File: src/rtl/mips_pkg.sv
// Shared constants for the five-stage MIPS core: load types, write-data
// sources and the store types used by the data memory.
package mips_pkg;

  // Load-type encodings; 3'b101..3'b111 are handled as word loads
  localparam logic [2:0] LT_LB  = 3'b000;
  localparam logic [2:0] LT_LBU = 3'b001;
  localparam logic [2:0] LT_LH  = 3'b010;
  localparam logic [2:0] LT_LHU = 3'b011;
  localparam logic [2:0] LT_LW  = 3'b100;

  // Write-back data source selection
  localparam logic [1:0] WD_ALU = 2'd0;
  localparam logic [1:0] WD_MEM = 2'd1;
  localparam logic [1:0] WD_PC8 = 2'd2;

  // Store-type encodings consumed by the data memory
  localparam logic [2:0] ST_SB = 3'b000;
  localparam logic [2:0] ST_SH = 3'b001;
  localparam logic [2:0] ST_SW = 3'b011;

endpackage

File: src/rtl/load_ext.sv
// Combinational load-data extraction: picks the addressed byte/half/word out
// of the memory word, extends it, and reports a raw misalignment condition.
// The caller qualifies the misalignment flag with "this is really a load".
module load_ext
  import mips_pkg::*;
#(
  parameter int LDTYPE_W = 3
) (
  input  logic [31:0]         word,
  input  logic [1:0]          addr,
  input  logic [LDTYPE_W-1:0] ld_type,
  output logic [31:0]         value,
  output logic                misalign
);

  logic [2:0]  lt_s;
  logic [7:0]  byte_s;
  logic [15:0] half_s;

  assign lt_s = ld_type[2:0];

  // Select the addressed byte and half-word lanes of the memory word
  always_comb begin
    byte_s = 8'h00;
    case (addr)
      2'd0:    byte_s = word[7:0];
      2'd1:    byte_s = word[15:8];
      2'd2:    byte_s = word[23:16];
      2'd3:    byte_s = word[31:24];
      default: byte_s = 8'h00;
    endcase
    if (addr[1]) begin
      half_s = word[31:16];
    end else begin
      half_s = word[15:0];
    end
  end

  // Extend the selected lane by load type; unknown encodings behave as LW
  always_comb begin
    value    = 32'h0000_0000;
    misalign = 1'b0;
    case (lt_s)
      LT_LB: begin
        value    = {{24{byte_s[7]}}, byte_s};
        misalign = 1'b0;
      end
      LT_LBU: begin
        value    = {24'h00_0000, byte_s};
        misalign = 1'b0;
      end
      LT_LH: begin
        value    = {{16{half_s[15]}}, half_s};
        misalign = addr[0];
      end
      LT_LHU: begin
        value    = {16'h0000, half_s};
        misalign = addr[0];
      end
      default: begin
        value    = word;
        misalign = (addr != 2'b00);
      end
    endcase
  end

endmodule

File: src/rtl/mem_wb_ldext.sv
// MEM/WB pipeline register with load extraction. Captures the MEM-stage
// results, then in WB produces the final register-file write data (also used
// by the forwarding network) and a misaligned-load flag that suppresses the
// register write.
module mem_wb_ldext
  import mips_pkg::*;
#(
  parameter int LDTYPE_W = 3
) (
  input  logic                clk,
  input  logic                reset,
  input  logic                en,
  input  logic                flush,
  input  logic [31:0]         PC4_M,
  input  logic [31:0]         DMOut_M,
  input  logic [31:0]         ALUOut_M,
  input  logic [LDTYPE_W-1:0] LoadType_M,
  input  logic [1:0]          WDSel_M,
  input  logic                RegWrite_M,
  input  logic [4:0]          A3_M,
  output logic [31:0]         PC4_W,
  output logic [4:0]          A3_W,
  output logic                RegWrite_W,
  output logic [31:0]         WD_W,
  output logic                AdEL_W
);

  logic [31:0]         pc4_r;
  logic [31:0]         dmout_r;
  logic [31:0]         aluout_r;
  logic [LDTYPE_W-1:0] ldtype_r;
  logic [1:0]          wdsel_r;
  logic                regwrite_r;
  logic [4:0]          a3_r;

  logic [31:0]         ld_value_s;
  logic                ld_misalign_s;
  logic                adel_s;
  logic [31:0]         wd_s;

  // Pipeline register: reset, then flush (bubble, wins over stall), then load
  always_ff @(posedge clk) begin
    if (reset || flush) begin
      pc4_r      <= 32'h0000_0000;
      dmout_r    <= 32'h0000_0000;
      aluout_r   <= 32'h0000_0000;
      ldtype_r   <= {LDTYPE_W{1'b0}};
      wdsel_r    <= 2'd0;
      regwrite_r <= 1'b0;
      a3_r       <= 5'd0;
    end else if (en) begin
      pc4_r      <= PC4_M;
      dmout_r    <= DMOut_M;
      aluout_r   <= ALUOut_M;
      ldtype_r   <= LoadType_M;
      wdsel_r    <= WDSel_M;
      regwrite_r <= RegWrite_M;
      a3_r       <= A3_M;
    end else begin
      pc4_r      <= pc4_r;
      dmout_r    <= dmout_r;
      aluout_r   <= aluout_r;
      ldtype_r   <= ldtype_r;
      wdsel_r    <= wdsel_r;
      regwrite_r <= regwrite_r;
      a3_r       <= a3_r;
    end
  end

  load_ext #(
    .LDTYPE_W (LDTYPE_W)
  ) u_load_ext (
    .word     (dmout_r),
    .addr     (aluout_r[1:0]),
    .ld_type  (ldtype_r),
    .value    (ld_value_s),
    .misalign (ld_misalign_s)
  );

  // Write-data source mux; PC+8 is the registered PC+4 plus 4, wrapping
  always_comb begin
    wd_s = 32'h0000_0000;
    case (wdsel_r)
      WD_ALU:  wd_s = aluout_r;
      WD_MEM:  wd_s = ld_value_s;
      WD_PC8:  wd_s = pc4_r + 32'd4;
      default: wd_s = 32'h0000_0000;
    endcase
  end

  // Misalignment only matters when the instruction actually writes back memory data
  assign adel_s = (wdsel_r == WD_MEM) && ld_misalign_s;

  assign PC4_W      = pc4_r;
  assign A3_W       = a3_r;
  assign WD_W       = wd_s;
  assign AdEL_W     = adel_s;
  assign RegWrite_W = regwrite_r && (a3_r != 5'd0) && !adel_s;

endmodule

File: config.mk
export PLATFORM = sky130hd
export DESIGN_NAME = mem_wb_ldext
export DESIGN_NICKNAME = d
export VERILOG_FILES = /design/src/rtl/mips_pkg.sv /design/src/rtl/load_ext.sv /design/src/rtl/mem_wb_ldext.sv
export SDC_FILE = /design/constraint.sdc
export NUM_CORES = 1
export LEC_CHECK = 0
export ABC_AREA = 1
export ABC_CLOCK_PERIOD_IN_PS = 2600
export CORE_ASPECT_RATIO = 1.1
export CORE_UTILIZATION = 35
export CTS_BUF_LIST = sky130_fd_sc_hd__clkbuf_4 sky130_fd_sc_hd__clkbuf_8 sky130_fd_sc_hd__clkbuf_16
export DETAILED_ROUTE_END_ITERATION = 10
export GPL_TIMING_DRIVEN = 0
export PLACE_DENSITY = 0.6
export SETUP_SLACK_MARGIN = 0.3
export SKIP_CTS_REPAIR_TIMING = 1
export SYNTH_ARGS = -nofsm -noshare
export SYNTH_HDL_FRONTEND = slang
export SYNTH_SLANG_ARGS = --single-unit
File: constraint.sdc
create_clock -name clk -period 2.6 [get_ports clk]
set_input_delay 0.26 -clock clk [delete_from_list [all_inputs] [get_ports clk]]
set_output_delay 0.26 -clock clk [all_outputs]
set_load 0.005 [all_outputs]
==> flow_summary.toml <==
[drt]
wl_microns = 23500
ant_nets = 0
via_per_inst = 5.17
first_pass_iters = 5
drc = 0
vias = 6780
wl_per_cell_microns = 17.9
drtIter0Drc = 510

[clock_network]
htree_levels = 3
cts_root_buf = "clkbuf_16"
path_clk_slew_ns = 0.07
cts_tree = "built"
ctsLongestPathBuffers = 2
insertion_delay_ns = 0.36
cts_made_buffers = 9
cts.sinks = 107

[die]
die_h_microns = 136
num_io_pins = 182
initial_core_util_pct = 36.1
core_area_sq_um = 15900
die_w_microns = 124
rows = 48
die_area_sq_um = 16900

[sta]
hold_viol = 0
finalCritPeriodShare_pct = 95.4
slew_violations = 0
period_minus_slack_ns = 2.48
layout_setup_ws_ns = 0.119
worstMarginPinSlew_ns = 0.666
clock.fmax_mhz = 403
rsz0062_at_grt = "true"
finalClockSkew_ns = 0
setup_viol = 0
relSlewSlack_pct = 55.6
timing.hold.ws_ns = 0.429

[synth]
ys_seq_area_share_pct = 37.4
synth_nets = 1012
async_flop_share_pct = 0
ys_ff_latch = 107
synth-edff-count = 0
netlist_instances = 900
yosysUniqueCellTypes = 33
syn-cell-area_sq_um = 5730
synth_flop_cell = "dfxtp_1"
yosysWarnings = 0
avgSynthCellArea_sq_um = 6.37

[cells_and_area]
multi_input_area_sq_um = 3340
fill_cells = 1660
fin_util_pct = 54.3
regArea_sq_um = 2200
drive_gt1_share_pct = 13.9
finalNetCount = 1221
syn_to_final_growth_pct = 50.4
antenna_cells = 0

[global_route]
grt_max_degree = 17
globalRouteTotalUtil_pct = 27.6
grt_pass1_vias = 6063
antenna_found_initial = 0
grt_first_pass_wirelength_microns = 34200
overflow = 0

[pwr]
power.leakage_nw = 3.68
power_mw = 3.89
p_per_area_nw_per_um2 = 452
peakVddDrop_mv = 0.310

[placement]
port_buffers = 180
dp_hpwl_microns = 18400
place_ws_ns = -0.00306
place_congestion = 0.944

[worst_setup_path]
required_ns = 2.34
critPathKind = "flip-flop to primary output"
worstSetupEndpointType = "primary output"
cp.arrival_ns = 2.22
critPathLaunchType = "flip-flop"
r2r_slack_ns = 1.45
critical_path.max_fanout = 5

[min_path]
hp-class = "primary input to flip-flop"

[flow_run]
maxCapViolations = 0

[status]
status = "finished clean"
==> metrics by stage <==
step	setup TNS, ns	area [sq um]	cells
finish	0	8610	1312
global placement	-0.00981	7780	1280
floorplan	0	5730	900
detailed placement	-0.00306	7780	1280
global route	0	8610	1312
CTS	-2.24	8080	1294
==> critical path, cell delays in order, from the launching register on <==
cell             delay [ns]
dfxtp_4                0.39
buf_4                  0.12
nand2_1                0.07
nor2_4                 0.15
nand2_1                0.17
nor2_2                 0.18
nand2_1                0.08
nand2_1                0.06
nand3_1                0.06
nand3_1                0.08
clkdlybuf4s50_1        0.51
==> Yosys cell counts, drive strengths merged, types with 2 or more instances <==
cell type,number,area (sq um)
nand2,311,1180
nor2,116,458
dfxtp,107,2140
a21oi,96,480
nand3,68,363
inv,54,203
a211oi,40,300
buf,29,161
clkbuf,24,90.1
o21ai,23,115
o21bai,11,82.6
o211ai,7,52.6
nor3,5,30.0
a31oi,2,12.5
==> placed cells by master, fill, tap and decap left out, types with 2 or more instances in the layout <==
cell type        instances
nor2_4                  11
clkbuf_2                 5
dfxtp_4                 10
buf_2                   22
buf_8                    2
nor3_4                   2
a21oi_1                 95
dfxtp_1                 79
clkbuf_16               10
nand3_1                 62
buf_6                    7
a211oi_1                40
o21ai_2                  3
clkbuf_8                 2
dfxtp_2                 18
o21ai_1                  6
buf_4                   17
clkdlybuf4s50_1        156
nor2_1                  93
o21bai_1                11
inv_1                   49
dlymetal6s2s_1          23
nand3_2                  5
a31oi_1                  2
nand2_2                  8
nand2_1                296
o211ai_1                 7
nand2_4                  7
nor2_2                  12
clkbuf_1                16
inv_2                    5
nor3_1                   3
o21ai_0                 14
==> layout make-up <==
class | count | share of cell area [%]
clock buffer | 11 | 2.93
sequential | 107 | 25.6
tap | 200 | 2.90
timing repair buffer | 198 | 23.4
inverter | 54 | 2.35
multi-input combinational | 686 | 38.8
buffer | 53 | 3.51
clock inverter | 3 | 0.537
==> cells by family after synthesis <==
family / count (synthesis) / share of synthesized area (%)
flops: 107 / 37.4
simple gates: 504 / 36.0
fa+ha+maj: 1 / 0.218
buf+inv: 107 / 7.93
compound gates: 181 / 18.5
==> power breakdown <==
group | internal (mW) | switching, mW
combinational | 0.356 | 0.349
sequential | 1.69 | 0.0591
clock | 0.793 | 0.642
total | 2.84 | 1.05
==> routing by layer <==
metal  part of all wire, %  up-vias  global-route usage (%)
li1                      -     3364                       -
met4                   2.5        0                    9.33
met2                    46      260                    43.5
met3                   6.2       41                    3.94
met5                     0        -                       0
met1                    46     3115                    38.4
==> worst paths after layout <==
path,startpoint,end,depth (start not counted)
hold reg to reg,aluout_r[30],aluout_r[30],2
setup / recovery,PC4_W[2],WD_W[31],10
setup reg to reg,ldtype_r[2],ldtype_r[2],5
hold / removal,en,PC4_W[6],4
==> state kept, by name, summed over array words and instances (netlist names) <==
register / cells
aluout_r: 32
wdsel_r: 2
PC4_W: 32
ldtype_r: 3
dmout_r: 32
A3_W: 5
regwrite_r: 1
No activity file was read; power rests on OpenSTA's default activity.
